[config.mk]
export PLATFORM = sky130hd
export DESIGN_NAME = decode_pipe_flat
export DESIGN_NICKNAME = d
export VERILOG_FILES = /design/src/rtl/decode_pipe_if.sv /design/src/rtl/decode_pipe.sv /design/src/flat_wrapper.sv
export SDC_FILE = /design/constraint.sdc
export NUM_CORES = 1
export LEC_CHECK = 0
export BUFFER_PORTS_ARGS = -buffer_cell sky130_fd_sc_hd__buf_2
export CAP_MARGIN = 25
export CORE_MARGIN = 4
export CORE_UTILIZATION = 34
export DETAILED_ROUTE_END_ITERATION = 8
export GPL_TIMING_DRIVEN = 0
export SETUP_SLACK_MARGIN = 0.15
export SYNTH_ARGS = -nofsm -noshare
export SYNTH_HDL_FRONTEND = slang
export SYNTH_SLANG_ARGS = --single-unit
[constraint.sdc]
create_clock -name clk -period 7.7 [get_ports clk]
set_input_delay 1.54 -clock clk [delete_from_list [all_inputs] [get_ports clk]]
set_output_delay 1.54 -clock clk [all_outputs]
set_load 0.1 [all_outputs]
[src/rtl/decode_pipe_if.sv]
// Bundle of every signal between the decode stage and its neighbours:
// IF/ID upstream, execute downstream, and the writeback/load-hazard
// sidebands coming back from later stages.
interface decode_pipe_if #(
  parameter int DATA_W = 16
);
  // upstream handshake and instruction payload
  logic              in_valid;
  logic              in_ready;
  logic [15:0]       instruction;
  logic [DATA_W-1:0] pc_in;
  logic              zero_ext;
  logic [1:0]        reg_dst;
  // writeback port into the register file
  logic              wb_en;
  logic [2:0]        wb_sel;
  logic [DATA_W-1:0] wb_data;
  // load-use hazard sideband and squash
  logic              ex_load;
  logic [2:0]        ex_rd;
  logic              flush;
  // downstream handshake and ID/EX payload
  logic              out_valid;
  logic              out_ready;
  logic [15:0]       out_instr;
  logic [DATA_W-1:0] out_pc;
  logic [DATA_W-1:0] read_data1;
  logic [DATA_W-1:0] read_data2;
  logic [DATA_W-1:0] imm5_ext;
  logic [DATA_W-1:0] imm8_ext;
  logic [DATA_W-1:0] imm11_ext;
  logic [2:0]        write_reg;
  logic              stall;

  // environment side: drives instructions, writebacks and the downstream ready
  modport master (
    output in_valid, instruction, pc_in, zero_ext, reg_dst,
    output wb_en, wb_sel, wb_data, ex_load, ex_rd, flush, out_ready,
    input  in_ready, out_valid, out_instr, out_pc, read_data1, read_data2,
    input  imm5_ext, imm8_ext, imm11_ext, write_reg, stall
  );

  // decode stage side
  modport slave (
    input  in_valid, instruction, pc_in, zero_ext, reg_dst,
    input  wb_en, wb_sel, wb_data, ex_load, ex_rd, flush, out_ready,
    output in_ready, out_valid, out_instr, out_pc, read_data1, read_data2,
    output imm5_ext, imm8_ext, imm11_ext, write_reg, stall
  );
endinterface

[src/rtl/decode_pipe.sv]
// Pipelined decode stage: 8-entry register file, immediate extension,
// destination select, load-use stall, and a valid/ready ID/EX register.
module decode_pipe #(
  parameter int DATA_W      = 16,
  parameter bit BYPASS      = 1'b1,
  parameter bit LOAD_HAZARD = 1'b1
) (
  input logic          clk,
  input logic          rst,
  decode_pipe_if.slave bus
);

  typedef struct packed {
    logic [15:0]       instr;
    logic [DATA_W-1:0] pc;
    logic [DATA_W-1:0] rd1;
    logic [DATA_W-1:0] rd2;
    logic [DATA_W-1:0] imm5;
    logic [DATA_W-1:0] imm8;
    logic [DATA_W-1:0] imm11;
    logic [2:0]        wreg;
  } idex_t;

  logic [DATA_W-1:0] regs_q [8];
  logic [DATA_W-1:0] regs_d [8];
  idex_t             idex_q, idex_d, idex_new;
  logic              valid_q, valid_d;
  logic [2:0]        rs_sel, rt_sel;
  logic              hazard, advance;

  assign rs_sel = bus.instruction[10:8];
  assign rt_sel = bus.instruction[7:5];

  // Load-use check looks at both source fields whatever the format.
  assign hazard  = LOAD_HAZARD && bus.in_valid && bus.ex_load &&
                   ((bus.ex_rd == rs_sel) || (bus.ex_rd == rt_sel));
  assign advance = bus.out_ready || !valid_q;

  assign bus.stall    = hazard;
  assign bus.in_ready = bus.flush || (advance && !hazard);

  assign bus.out_valid  = valid_q;
  assign bus.out_instr  = idex_q.instr;
  assign bus.out_pc     = idex_q.pc;
  assign bus.read_data1 = idex_q.rd1;
  assign bus.read_data2 = idex_q.rd2;
  assign bus.imm5_ext   = idex_q.imm5;
  assign bus.imm8_ext   = idex_q.imm8;
  assign bus.imm11_ext  = idex_q.imm11;
  assign bus.write_reg  = idex_q.wreg;

  // Register file next state: a single write port from writeback.
  always_comb begin
    regs_d = regs_q;
    if (bus.wb_en) regs_d[bus.wb_sel] = bus.wb_data;
  end

  // Decode the incoming instruction into the ID/EX payload it would load.
  always_comb begin
    idex_new       = '0;
    idex_new.instr = bus.instruction;
    idex_new.pc    = bus.pc_in;
    idex_new.rd1   = regs_q[rs_sel];
    idex_new.rd2   = regs_q[rt_sel];
    if (BYPASS && bus.wb_en && (bus.wb_sel == rs_sel)) idex_new.rd1 = bus.wb_data;
    if (BYPASS && bus.wb_en && (bus.wb_sel == rt_sel)) idex_new.rd2 = bus.wb_data;
    idex_new.imm5  = bus.zero_ext ? {{(DATA_W-5){1'b0}}, bus.instruction[4:0]}
                                  : {{(DATA_W-5){bus.instruction[4]}}, bus.instruction[4:0]};
    idex_new.imm8  = bus.zero_ext ? {{(DATA_W-8){1'b0}}, bus.instruction[7:0]}
                                  : {{(DATA_W-8){bus.instruction[7]}}, bus.instruction[7:0]};
    idex_new.imm11 = {{(DATA_W-11){bus.instruction[10]}}, bus.instruction[10:0]};
    unique case (bus.reg_dst)
      2'b00:   idex_new.wreg = bus.instruction[7:5];
      2'b01:   idex_new.wreg = bus.instruction[10:8];
      2'b10:   idex_new.wreg = bus.instruction[4:2];
      default: idex_new.wreg = 3'd7;
    endcase
  end

  // ID/EX update in priority order: flush, bubble, load, drain, hold.
  always_comb begin
    valid_d = valid_q;
    idex_d  = idex_q;
    if (bus.flush) begin
      valid_d = 1'b0;
    end else if (advance && hazard) begin
      valid_d = 1'b0;
    end else if (advance && bus.in_valid) begin
      valid_d = 1'b1;
      idex_d  = idex_new;
    end else if (advance) begin
      valid_d = 1'b0;
    end
  end

  // Register file state.
  // NOTE: the register file is reset explicitly because software relies on
  // every register reading 0 after reset; this keeps it in flops, not RAM.
  always_ff @(posedge clk or posedge rst) begin
    if (rst) begin
      for (int i = 0; i < 8; i++) regs_q[i] <= '0;
    end else begin
      regs_q <= regs_d;
    end
  end

  // ID/EX pipeline register; payload reset so outputs never carry X.
  // NOTE: sequential state uses non-blocking assignment so every flop samples
  // the pre-edge values regardless of statement order.
  always_ff @(posedge clk or posedge rst) begin
    if (rst) begin
      valid_q <= 1'b0;
      idex_q  <= '0;
    end else begin
      valid_q <= valid_d;
      idex_q  <= idex_d;
    end
  end

endmodule
[src/flat_wrapper.sv]
// flat-port wrapper written by rule: the top's interface ports become plain ports
module decode_pipe_flat 
#(
  parameter int DATA_W      = 16,
  parameter bit BYPASS      = 1'b1,
  parameter bit LOAD_HAZARD = 1'b1
)
  (clk, rst, bus_in_valid, bus_instruction, bus_pc_in, bus_zero_ext, bus_reg_dst, bus_wb_en, bus_wb_sel, bus_wb_data, bus_ex_load, bus_ex_rd, bus_flush, bus_out_ready, bus_in_ready, bus_out_valid, bus_out_instr, bus_out_pc, bus_read_data1, bus_read_data2, bus_imm5_ext, bus_imm8_ext, bus_imm11_ext, bus_write_reg, bus_stall);
  decode_pipe_if #(.DATA_W(DATA_W)) bus_i ();
  input logic clk;
  input logic rst;
  input wire logic [$bits(bus_i.in_valid)-1:0] bus_in_valid;
  input wire logic [$bits(bus_i.instruction)-1:0] bus_instruction;
  input wire logic [$bits(bus_i.pc_in)-1:0] bus_pc_in;
  input wire logic [$bits(bus_i.zero_ext)-1:0] bus_zero_ext;
  input wire logic [$bits(bus_i.reg_dst)-1:0] bus_reg_dst;
  input wire logic [$bits(bus_i.wb_en)-1:0] bus_wb_en;
  input wire logic [$bits(bus_i.wb_sel)-1:0] bus_wb_sel;
  input wire logic [$bits(bus_i.wb_data)-1:0] bus_wb_data;
  input wire logic [$bits(bus_i.ex_load)-1:0] bus_ex_load;
  input wire logic [$bits(bus_i.ex_rd)-1:0] bus_ex_rd;
  input wire logic [$bits(bus_i.flush)-1:0] bus_flush;
  input wire logic [$bits(bus_i.out_ready)-1:0] bus_out_ready;
  output wire logic [$bits(bus_i.in_ready)-1:0] bus_in_ready;
  output wire logic [$bits(bus_i.out_valid)-1:0] bus_out_valid;
  output wire logic [$bits(bus_i.out_instr)-1:0] bus_out_instr;
  output wire logic [$bits(bus_i.out_pc)-1:0] bus_out_pc;
  output wire logic [$bits(bus_i.read_data1)-1:0] bus_read_data1;
  output wire logic [$bits(bus_i.read_data2)-1:0] bus_read_data2;
  output wire logic [$bits(bus_i.imm5_ext)-1:0] bus_imm5_ext;
  output wire logic [$bits(bus_i.imm8_ext)-1:0] bus_imm8_ext;
  output wire logic [$bits(bus_i.imm11_ext)-1:0] bus_imm11_ext;
  output wire logic [$bits(bus_i.write_reg)-1:0] bus_write_reg;
  output wire logic [$bits(bus_i.stall)-1:0] bus_stall;
  assign bus_i.in_valid = bus_in_valid;
  assign bus_i.instruction = bus_instruction;
  assign bus_i.pc_in = bus_pc_in;
  assign bus_i.zero_ext = bus_zero_ext;
  assign bus_i.reg_dst = bus_reg_dst;
  assign bus_i.wb_en = bus_wb_en;
  assign bus_i.wb_sel = bus_wb_sel;
  assign bus_i.wb_data = bus_wb_data;
  assign bus_i.ex_load = bus_ex_load;
  assign bus_i.ex_rd = bus_ex_rd;
  assign bus_i.flush = bus_flush;
  assign bus_i.out_ready = bus_out_ready;
  assign bus_in_ready = bus_i.in_ready;
  assign bus_out_valid = bus_i.out_valid;
  assign bus_out_instr = bus_i.out_instr;
  assign bus_out_pc = bus_i.out_pc;
  assign bus_read_data1 = bus_i.read_data1;
  assign bus_read_data2 = bus_i.read_data2;
  assign bus_imm5_ext = bus_i.imm5_ext;
  assign bus_imm8_ext = bus_i.imm8_ext;
  assign bus_imm11_ext = bus_i.imm11_ext;
  assign bus_write_reg = bus_i.write_reg;
  assign bus_stall = bus_i.stall;
  decode_pipe #(.DATA_W(DATA_W), .BYPASS(BYPASS), .LOAD_HAZARD(LOAD_HAZARD)) u_core (.clk(clk), .rst(rst), .bus(bus_i));
endmodule
==> flow_summary.json <==
{
  "status": "completed",
  "vias": 6278,
  "ir_drop_v": 0.000159,
  "area_delta_synth_final_pct": 18.5,
  "ys_seq_area_share_pct": 47.7,
  "yosysMostFrequentCell": "mux2_2",
  "worst_pin_slew_ps": 896,
  "drive_gt1_share_pct": 67.9,
  "viasPerCell": 5.01,
  "avgSynthCellArea_um2": 15.4,
  "cts.hold.buffers_added": 0,
  "die_y_um": 183,
  "whs_ps": 502,
  "rsz0062_at_grt": "false",
  "end_kind": "output pin",
  "dieArea_mm2": 0.0334,
  "cp_slowest_stage_delay_ps": 490,
  "cp_max_fo": 10,
  "regMostFlops": "u_core.regs_q",
  "drv_cap": 0,
  "dp_hpwl_um": 18000,
  "wl_per_cell_um": 21.4,
  "numCtsBuffers": 17,
  "clkTransAtPathRegs_ps": 60,
  "largest_reg_flops": 128,
  "yosysTopAreaCell": "dfrtp_1",
  "gp_congestion": 0.751,
  "crit_path_start_kind": "primary input",
  "synth_commonest_cells": "261 x mux2_2, 198 x dfrtp_1, 54 x mux4_2",
  "cts_resized": 0,
  "async_reset_ff_share_pct": 100,
  "drtIter0Drc": 266,
  "ys.flop_type": "dfrtp_1",
  "busiest_layer": "met2",
  "clockRootBuffer": "clkbuf_16",
  "cpMostUsedCell": "buf_2",
  "ant_nets": 0,
  "grt.total_usage_pct": 16.3,
  "synth_fp_nets": 736,
  "netlist_top_cells_area": "dfrtp_1 48%, mux2_2 28%, mux4_2 12%",
  "seq_power_share_pct": 32.1,
  "arrival_ps": 3050,
  "min_path_type": "register to register",
  "fp.dieW_um": 183,
  "finalWirelength_um": 26800,
  "synth-edff-count": 0,
  "cts_max_level": 4,
  "gr-total-overflow": 0,
  "clock_sinks": 198,
  "grt_pass1_wl_um": 41600,
  "max_slew_margin_pct": 40.3,
  "fin_crit_sh_pct": 59.6,
  "slew_violations": 0,
  "finalSetupViolCount": 0,
  "setup_tns_ps": 0,
  "firstDrtPassIters": 4,
  "core_area_mm2": 0.0299,
  "port_buffers": 157,
  "cts_tree": "done",
  "synthCells": 672,
  "num_rows": 63,
  "synth_area_mm2": 0.0104,
  "fin_crit_ps": 4590,
  "p_int_mw": 2.42,
  "max_freq_mhz": 218,
  "cp_slowest_cell": "buf_2",
  "fin_area_mm2": 0.0123,
  "grtUsageMet1_pct": 21.9,
  "antenna_found_initial": 1,
  "comb_power_share_pct": 48.0,
  "grt_max_degree": 109,
  "postCtsSetupBuffers": 0,
  "clock_power_share_pct": 19.9,
  "cp_cell_sequence": "buf_2, buf_2, xnor2_1, nand4_1, a21boi_0, buf_2",
  "sw_frac_of_total_pct": 47.6,
  "clockBufferDepth": 2,
  "p_sw_mw": 2.19,
  "ys_warn_count": 0,
  "fin_worst_skew_ps": 10.4,
  "yosysUniqueCellTypes": 27,
  "p_leak_nw": 5.40,
  "grt_use_met2_pct": 26.8,
  "ys_ff_latch": 198,
  "worst_ep_required_time_ps": 6160,
  "hold_viol_final": 0,
  "grt_pass1_vias": 6640,
  "ioPinCount": 182,
  "layout.nets": 913,
  "place_area_mm2": 0.0117,
  "drc": 0,
  "clk_latency_ps": 440,
  "met3_usage_pct": 4.09,
  "path_class": "primary input to output pin",
  "final_util_pct": 41.2,
  "powerDensity_mw_per_mm2": 375,
  "synth_top_area_share_pct": 47.7,
  "initial_core_util_pct": 34.7
}
per-layer routing:
| metal | wire length (um) | share of wire, % |
|---|---|---|
| met4 | 359 | 1.3 |
| met2 | 12900 | 48 |
| met3 | 1770 | 6.6 |
| met5 | 0 | 0 |
| met1 | 11700 | 44 |
worst max-delay path, delay by kind of cell:
family                 cells  cell delay [ps]
AO/OA/AOI/OAI              1              300
XOR/XNOR                   1              160
buffers and inverters      3              900
AND/OR/NAND/NOR            1              140
final timing paths:
kind,start,endpoint,slack [ps],depth (start not counted)
min,u_core.bus.read_data1[2],u_core.bus.read_data1[2],500,1
max,bus_instruction[5],bus_stall,3110,6
max in group asynchronous,rst,u_core.regs_q[42],5520,3
min reg2reg,u_core.bus.read_data1[2],u_core.bus.read_data1[2],500,1
max reg2reg,u_core.bus.out_valid,u_core.bus.read_data2[13],5770,5
min in group asynchronous,rst,u_core.regs_q[53],1250,2
power groups by stage:
stage	logic, mW	registers [mW]	clock network (mW)
floorplan	1.01	2.35	0
global placement	2.22	1.49	0
detailed placement	2.23	1.50	0
CTS	2.23	1.48	0.944
global route	2.30	1.52	0.984
finish	2.21	1.48	0.918
through the flow:
stage	worst slack [ps]	instances	power (mW)
floorplan	337	672	3.36
global placement	-1860	1219	3.70
detailed placement	3090	1220	3.73
CTS	3090	1252	4.66
global route	2970	1252	4.81
finish	3110	1253	4.61
layout make-up:
class                   instances  area [um^2]
fillers                      2781        17600
flip-flops and latches        198         4950
multi-input cells             367         4750
repair buffers                158          813
plain buffers                 103          668
well taps                     390          488
clock buffers                  20          457
clock inverters                12          144
inverters                       4         22.5
diodes                          1         2.50
cell usage in the layout, fill, tap and decap left out, drive strengths merged, types with 3 or more instances in the layout:
cell type / instances
nor3b: 3
dfrtp: 198
nor2b: 3
o22ai: 3
inv: 7
nand4b: 3
buf: 236
nand4: 5
mux4: 64
clkinv: 3
mux2: 261
xnor2: 12
nand2b: 3
mux2i: 3
clkbuf: 45
clkinvlp: 4
kinds of logic after synthesis:
logic type	after synthesis	synth area share [%]
flops	198	47.7
simple gates	21	1.46
buf+inv	107	6.58
xor+xnor	12	1.01
mux	328	42.8
compound gates	6	0.374
Note: power is estimated with default switching activity, not from simulation.
